## config.mk

```make
export PLATFORM = sky130hd
export DESIGN_NAME = color_led_scan_toggle_flat
export DESIGN_NICKNAME = d
export VERILOG_FILES = /design/src/rtl/color_led_scan_toggle_if.sv /design/src/rtl/color_led_scan_toggle.sv /design/src/flat_wrapper.sv
export SDC_FILE = /design/constraint.sdc
export NUM_CORES = 1
export LEC_CHECK = 0
export ABC_AREA = 1
export BUFFER_PORTS_ARGS = -buffer_cell sky130_fd_sc_hd__clkbuf_2
export CAP_MARGIN = 15
export CELL_PAD_IN_SITES_DETAIL_PLACEMENT = 0
export CELL_PAD_IN_SITES_GLOBAL_PLACEMENT = 2
export CORE_MARGIN = 3
export CORE_UTILIZATION = 41
export DETAILED_ROUTE_END_ITERATION = 6
export PLACE_DENSITY = 0.9
export SLEW_MARGIN = 20
export SYNTH_ARGS = -nofsm -noshare
export SYNTH_HDL_FRONTEND = slang
export SYNTH_SLANG_ARGS = --single-unit
export TNS_END_PERCENT = 10
```

## constraint.sdc

```tcl
create_clock -name clk -period 3.38 [get_ports clk]
set_input_delay 0.676 -clock clk [delete_from_list [all_inputs] [get_ports clk]]
set_output_delay 0.676 -clock clk [all_outputs]
set_load 0.02 [all_outputs]
```

## src/rtl/color_led_scan_toggle_if.sv

```systemverilog
// Front-panel key matrix / colour-LED bundle.
//   i_sense     : column sense from the matrix, active-low, asynchronous
//   i_mode      : 0 = toggle on press, 1 = momentary
//   i_clear     : turn every LED off on the next edge
//   o_scan      : one-hot-low row drive
//   o_led       : LED state per key, active-low, bit = row*N_COLS+col
//   o_press     : one-cycle strobe on a debounced press
//   o_press_idx : index of the pressed key (lowest column on a tie)
// master = panel/controller side, slave = the scan/toggle block.
interface color_led_scan_toggle_if #(
  parameter int N_ROWS = 4,
  parameter int N_COLS = 3,
  parameter int IDX_W  = $clog2(N_ROWS*N_COLS)
);
  logic [N_COLS-1:0]        i_sense;
  logic                     i_mode;
  logic                     i_clear;
  logic [N_ROWS-1:0]        o_scan;
  logic [N_ROWS*N_COLS-1:0] o_led;
  logic                     o_press;
  logic [IDX_W-1:0]         o_press_idx;

  modport master (
    output i_sense, i_mode, i_clear,
    input  o_scan, o_led, o_press, o_press_idx
  );

  modport slave (
    input  i_sense, i_mode, i_clear,
    output o_scan, o_led, o_press, o_press_idx
  );
endinterface

```

## src/rtl/color_led_scan_toggle.sv

```systemverilog
// Colour-LED key matrix scanner with per-key debounce and LED latches.
// Drives the row scan, synchronises the column sense lines, debounces each
// key at its row's sample point and keeps one active-low LED bit per key,
// either toggled on press or following the key (momentary).
// Ports:
//   clk : system clock
//   rst : asynchronous reset, active-high
//   bus : color_led_scan_toggle_if.slave (sense/mode/clear in,
//         scan/led/press/press_idx out)
module color_led_scan_toggle #(
  parameter int N_ROWS   = 4,
  parameter int N_COLS   = 3,
  parameter int SCAN_DIV = 4,
  parameter int DEBOUNCE = 3,
  parameter int IDX_W    = $clog2(N_ROWS*N_COLS)
) (
  input  logic clk,
  input  logic rst,
  color_led_scan_toggle_if.slave bus
);

  localparam int N_KEYS = N_ROWS * N_COLS;
  localparam int DIV_W  = (SCAN_DIV > 1) ? $clog2(SCAN_DIV) : 1;
  localparam int ROW_W  = (N_ROWS > 1) ? $clog2(N_ROWS) : 1;
  localparam int CNT_W  = $clog2(DEBOUNCE + 1);

  logic [DIV_W-1:0]  div;
  logic [ROW_W-1:0]  row;
  logic [ROW_W-1:0]  row_nxt;
  logic [N_ROWS-1:0] scan;
  logic              sample_pt;

  logic [N_COLS-1:0] sense_p0;
  logic [N_COLS-1:0] sense_p1;

  logic [N_KEYS-1:0] db;
  logic [N_KEYS-1:0] db_nxt;
  logic [N_KEYS-1:0] press_hit;
  logic [N_KEYS-1:0] led;
  logic [N_KEYS-1:0] led_nxt;
  logic              press;
  logic [IDX_W-1:0]  press_idx;
  logic [IDX_W-1:0]  idx_chain [N_KEYS+1];

  assign sample_pt = (div == DIV_W'(SCAN_DIV - 1));
  assign row_nxt   = (row == ROW_W'(N_ROWS - 1)) ? '0 : row + ROW_W'(1);

  // Per-key debounce: each key only sees its own row's sample point.
  for (genvar k = 0; k < N_KEYS; k++) begin : g_key
    localparam int R = k / N_COLS;
    localparam int C = k % N_COLS;
    logic             hit;
    logic             smp;
    logic             differ;
    logic             commit;
    logic [CNT_W-1:0] cnt;

    assign hit    = sample_pt && (row == ROW_W'(R));
    assign smp    = sense_p1[C];
    assign differ = (smp != db[k]);
    assign commit = hit && differ && (cnt == CNT_W'(DEBOUNCE - 1));

    assign db_nxt[k]    = commit ? smp : db[k];
    assign press_hit[k] = commit && !smp;

    // Lowest pressed key wins: scan the chain from the top down.
    assign idx_chain[k] = press_hit[k] ? IDX_W'(k) : idx_chain[k+1];

    always_ff @(posedge clk or posedge rst) begin
      if (rst) begin
        cnt <= '0;
      end else if (hit) begin
        cnt <= (differ && !commit) ? cnt + CNT_W'(1) : '0;
      end
    end
  end

  assign idx_chain[N_KEYS] = '0;

  // Clear beats everything; momentary mode tracks the debounced state
  // every cycle, so a held key relights right after a clear.
  always_comb begin
    led_nxt = led ^ press_hit;
    if (bus.i_clear) begin
      led_nxt = '1;
    end else if (bus.i_mode) begin
      led_nxt = db_nxt;
    end
  end

  always_ff @(posedge clk or posedge rst) begin
    if (rst) begin
      div       <= '0;
      row       <= '0;
      scan      <= ~N_ROWS'(1);
      sense_p0  <= '1;
      sense_p1  <= '1;
      db        <= '1;
      led       <= '1;
      press     <= 1'b0;
      press_idx <= '0;
    end else begin
      // stage p0 -> p1: two-flop synchroniser on the sense columns
      sense_p0 <= bus.i_sense;
      sense_p1 <= sense_p0;
      if (sample_pt) begin
        div  <= '0;
        row  <= row_nxt;
        scan <= ~(N_ROWS'(1) << row_nxt);
      end else begin
        div  <= div + DIV_W'(1);
      end
      // debounce commit -> LED / strobe register
      db        <= db_nxt;
      led       <= led_nxt;
      press     <= |press_hit;
      press_idx <= idx_chain[0];
    end
  end

  assign bus.o_scan      = scan;
  assign bus.o_led       = led;
  assign bus.o_press     = press;
  assign bus.o_press_idx = press_idx;

endmodule

```

## src/flat_wrapper.sv

```systemverilog
// flat-port wrapper written by rule: the top's interface ports become plain ports
module color_led_scan_toggle_flat 
#(
  parameter int N_ROWS   = 4,
  parameter int N_COLS   = 3,
  parameter int SCAN_DIV = 4,
  parameter int DEBOUNCE = 3,
  parameter int IDX_W    = $clog2(N_ROWS*N_COLS)
)
  (clk, rst, bus_i_sense, bus_i_mode, bus_i_clear, bus_o_scan, bus_o_led, bus_o_press, bus_o_press_idx);
  color_led_scan_toggle_if #(.N_ROWS(N_ROWS), .N_COLS(N_COLS), .IDX_W(IDX_W)) bus_i ();
  input  logic clk;
  input  logic rst;
  input wire logic [$bits(bus_i.i_sense)-1:0] bus_i_sense;
  input wire logic [$bits(bus_i.i_mode)-1:0] bus_i_mode;
  input wire logic [$bits(bus_i.i_clear)-1:0] bus_i_clear;
  output wire logic [$bits(bus_i.o_scan)-1:0] bus_o_scan;
  output wire logic [$bits(bus_i.o_led)-1:0] bus_o_led;
  output wire logic [$bits(bus_i.o_press)-1:0] bus_o_press;
  output wire logic [$bits(bus_i.o_press_idx)-1:0] bus_o_press_idx;
  assign bus_i.i_sense = bus_i_sense;
  assign bus_i.i_mode = bus_i_mode;
  assign bus_i.i_clear = bus_i_clear;
  assign bus_o_scan = bus_i.o_scan;
  assign bus_o_led = bus_i.o_led;
  assign bus_o_press = bus_i.o_press;
  assign bus_o_press_idx = bus_i.o_press_idx;
  color_led_scan_toggle #(.N_ROWS(N_ROWS), .N_COLS(N_COLS), .SCAN_DIV(SCAN_DIV), .DEBOUNCE(DEBOUNCE), .IDX_W(IDX_W)) u_core (.clk(clk), .rst(rst), .bus(bus_i));
endmodule
```

# [Word-level counts from Yosys, hierarchy flattened]
# Index checks and enable logic that the tools add are counted.
[totals] register_bits=67 input_bits=7 out_inout_bits=21 elab_cells=175
[classes] add_sub_neg=14 eq_ne=28 n_shift=1 muxes=40 bitwise=2 n_reduce_logical=69
[ops] op="$logic_and A1 B1 Y1" count=52
[ops] op="$mux W4" count=12
[ops] op="$eq A2 B2 Y1 const B" count=15
[ops] op="$add A2 B1 Y2 const B" count=14
[ops] op="$mux W2" count=14
[ops] op="$mux W12" count=2
[ops] op="$logic_not A1 Y1" count=15
[ops] op="$mux W1" count=12
[ops] op="$ne A1 B1 Y1" count=12
[ops] op="$reduce_or A12 Y1" count=1
[ops] op="$xor A12 B12 Y12" count=1
[ops] op="$not A4 Y4" count=1
[ops] op="$shl A1 B2 Y4 const A" count=1
[ops] op="$eq A2 B1 Y1 const B" count=1
[ops] op="$logic_not A2 Y1" count=1

# [Longest topological paths before layout]
[depth] ltp_word=17 mapped_depth=15 mapped_depth_nobuf=15

# [Worst setup path after synthesis]
# OpenSTA, ideal clock, no wires.
[synth_path] path_kind="reg2reg" startpoint="register u_core.row[0]" endpoint="register u_core.press_idx[0], in the netlist u_core.bus.o_press_idx[0]" setup_time_ps=121 arrival_time_ps=1450 required_ps=3259 slack_ps=1808 stages_incl_launch_ff=13 n_path_buf=1 period_less_slack_ps=1572 cell_sequence="dfrtp_1 > inv_1 > ha_1 > nand2_1 > buf_6 > nor3_2 > nand2_1 > nand2_1 > nand2_1 > nand2_1 > nand2_1 > nand2_1 > a21oi_2"
[synth_rtl] element="start, declared" line="color_led_scan_toggle.sv:28" text="logic [ROW_W-1:0] row;"
[synth_rtl] element="start signal, assigned" line="color_led_scan_toggle.sv:108" text="row <= row_nxt;"
[synth_rtl] element="end signal, assigned" line="color_led_scan_toggle.sv:117" text="press_idx <= idx_chain[0];"
[synth_rtl] element="end, declared" line="color_led_scan_toggle.sv:42" text="logic [IDX_W-1:0] press_idx;"

==> results.yml <==
worst_setup_path:
  crit_cells: 12
  crit_type: "flop to flop"
  max_stage_delay_ns: 0.41
  cp_common_cell: "nand2_1"
  critPathLaunchType: "flop"
  reg2reg_depth: 12
  critPathTopFamily: "simple AND/OR/NAND/NOR gates"
  r2r_start: "u_core.row[0]"
  startpoint: "u_core.row[0]"
  worstPathCellList: "inv_1, ha_1, nand2_1, nor2_1, nand3_1, nand2_1, nand2_1, nand2_1, nand2_1, nand2_1, nand2_1, a21oi_2"
  path_buf_inv: 1
  crit_arrival_ns: 2.18
  endpoint: "u_core.bus.o_press_idx[0]"
  cp_data_required_time_ns: 3.66
  r2r_end: "u_core.bus.o_press_idx[0]"
  end_kind: "flop"
  cpMaxStageDelayCell: "dfrtp_1"
  r2r_slack_ns: 1.48
  crit_fanout: 11
cts:
  clockBufferDepth: 2
  ctsHoldBuffers: 0
  cts_buffers: 9
  ctsResizeCount: 0
  root_buffer: "clkbuf_8"
  cts_sinks: 67
  htree_levels: 3
  clk_latency_ns: 0.35
  tritoncts: "yes"
  cts.clk_slew.worst_paths_ns: 0.08
  post_cts_buffers: 0
detailed_routing:
  drc: 0
  first_iter_violations: 115
  wl_met3_um: 242
  highest_layer: "met4"
  viasPerCell: 4.84
  wl_um: 6690
  wl_per_cell_um: 13.9
  vias: 2334
  wl_met2_um: 3000
  ant_nets: 0
  wl_met1_um: 3310
  drt-pass1-iter-count: 4
synthesis:
  netlist_area_um2: 3350
  synthesis.nets: 369
  syn_inst: 344
  seq_area_frac_synth_pct: 51.3
  ys_ff_latch: 67
  yosys_warnings: 0
  synth_cell_types: 36
  avgSynthCellArea_um2: 9.73
placed_design:
  place_area_um2: 3560
  portBuffers: 27
  dpl.hpwl_um: 4820
  dp.cells: 466
  dp_slack_ns: 1.48
  gp_congestion: 0.777
timing:
  setup_tns_ns: 0
  hold_violations: 0
  worstMarginPinSlew_ns: 0.732
  hold_slack_ns: 0.357
  fin_crit_sh_pct: 56.1
  slew_viol_final: 0
  slew_headroom_pct: 51.1
  setup_viol: 0
  clock.fmax_mhz: 527
  post-route-min-period_ns: 1.90
  finClkSkew_ns: 0.0100
  setup_slack_ns: 1.48
  rsz0062_at_grt: "no"
min_path:
  hold_path_class: "flop to flop"
  whs_path_depth: 0
layout:
  nets: 400
  post_route_cells_drive_above_1_share_pct: 28.4
  syn_to_final_growth_pct: 13.3
  antenna_cells: 0
  instances_no_fill: 482
  final_area_um2: 3790
grt:
  grt_pass1_vias: 2319
  track_usage_pct: 16.3
  antenna_found_initial: 0
  grt_pass1_wl_um: 11300
  grt_max_degree: 36
  grt_overflow: 0
floorplanning:
  die_w_um: 96.3
  io_pins: 28
  coreArea_um2: 7810
  rows: 32
  die_h_um: 96.3
  start_util_pct: 42.9
  die_area_um2: 9280
job:
  max-cap-violations: 0
power:
  power.density_nw_per_um2: 472
  ir_worst_vdd_mv: 0.210
  p_leak_nw: 1.79
outcome:
  status: "completed"
through the flow:
stage	power, mW	utilization, %
6_report	1.79	48.5
5_1_grt	1.88	48.5
4_1_cts	1.82	48.5
3_5_place_dp	1.06	45.7
3_3_place_gp	1.05	45.7
2_1_floorplan	1.01	-
metal layers:
metal / GRT usage (%) / vias to the layer above
met3: 3.28 / 14
met4: 7.71 / 0
met2: 24.3 / 36
met5: 0 / -
li1: - / 1199
met1: 22.8 / 1085
power breakdown:
group	internal [mW]	switching [mW]
Clock	0.420	0.330
Sequential	0.857	0.0286
Combinational	0.0586	0.0947
Total	1.33	0.453
cell families (layout without fill, tap and decap cells):
logic type      count (synthesis)  after routing  synth area share, %
compound gates                 58             58                 10.7
flops                          67             67                 51.3
buf+inv                        48             84                 6.40
simple gates                  135            135                 18.8
fa+ha+maj                      18             18                 6.73
xor+xnor                       18             18                 6.06
sequential cells by signal (all words and copies together), names as in the netlist:
name                    flops
u_core.bus.o_led           12
u_core.div                  2
u_core.db                  12
u_core.sense_p1             3
u_core.bus.o_press_idx      4
u_core.row                  2
u_core.sense_p0             3
u_core.bus.o_scan           4
u_core.g_key.cnt           24
u_core.bus.o_press          1
synth_stat cells:
library cell / count / area (um^2)
nor3_1: 4 / 20.0
buf_6: 4 / 45.0
o211ai_1: 3 / 22.5
o21ai_1: 1 / 5.00
nor2_4: 1 / 11.3
clkbuf_1: 2 / 7.51
xor2_1: 10 / 87.6
inv_1: 35 / 131
nand4_1: 3 / 18.8
nor3_2: 2 / 20.0
nand3_1: 15 / 75.1
nor4_1: 1 / 6.26
a21oi_1: 10 / 50.1
ha_1: 18 / 225
nand2_4: 1 / 11.3
buf_1: 1 / 3.75
inv_2: 5 / 18.8
a21oi_2: 1 / 8.76
o21a_1: 3 / 22.5
a32o_1: 1 / 10.0
nor2_2: 1 / 6.26
nand2_1: 61 / 229
dfrtp_1: 34 / 851
o31ai_1: 2 / 15.0
o21ai_0: 25 / 125
nor2_1: 33 / 124
nand3_2: 2 / 20.0
xnor2_1: 2 / 17.5
buf_4: 1 / 7.51
or2_2: 5 / 31.3
o41ai_1: 9 / 78.8
dfstp_2: 33 / 867
a31oi_1: 3 / 18.8
nor3b_2: 3 / 37.5
xnor2_2: 6 / 97.6
nand2_2: 3 / 18.8
worst min-delay path by stage:
stage | slack (ns) | from | end
after floorplan | 0.35 | u_core.sense_p0[0] | u_core.sense_p1[0]
after global placement | 0.35 | u_core.sense_p0[0] | u_core.sense_p1[0]
after detailed placement | 0.35 | u_core.sense_p0[0] | u_core.sense_p1[0]
after CTS | 0.36 | u_core.sense_p0[2] | u_core.sense_p1[2]
after global routing | 0.36 | u_core.sense_p0[2] | u_core.sense_p1[2]
final | 0.36 | u_core.sense_p0[2] | u_core.sense_p1[2]
worst reg2reg max path: stages (launching register included):
cell and delay (ns):
dfrtp_1 0.41, inv_1 0.11, ha_1 0.18, nand2_1 0.23, nor2_1 0.22, nand3_1 0.15
nand2_1 0.10, nand2_1 0.07, nand2_1 0.06, nand2_1 0.05, nand2_1 0.06, nand2_1 0.07
a21oi_2 0.13
final cells by class:
| type | instances | area, um^2 |
|---|---|---|
| clock buffers | 9 | 124 |
| repair buffers | 28 | 155 |
| flip-flops and latches | 67 | 1720 |
| inverters | 40 | 150 |
| fillers | 757 | 4020 |
| multi-input cells | 229 | 1410 |
| well taps | 102 | 128 |
| clock inverters | 7 | 101 |
cell usage in the layout, fill, tap and decap left out, types with 2 or more instances in the layout:
cell type and n:
clkbuf_8 9, a31oi_1 3, clkinvlp_4 2, o21ai_0 25
nand3_1 15, nor3_2 2, nor3b_2 3, o31ai_1 2
clkbuf_2 27, inv_1 34, clkinv_4 2, nand3_2 2
o21a_1 3, xnor2_1 2, bufinv_16 2, nand2_2 3
dfrtp_1 34, inv_2 6, o41ai_1 9, nand2_1 61
o211ai_1 3, ha_1 18, nor2_1 33, or2_2 5
xnor2_2 6, nand4_1 3, xor2_1 10, nor3_1 4
dfstp_2 33, a21oi_1 10
(Power assumes the default switching activity.)
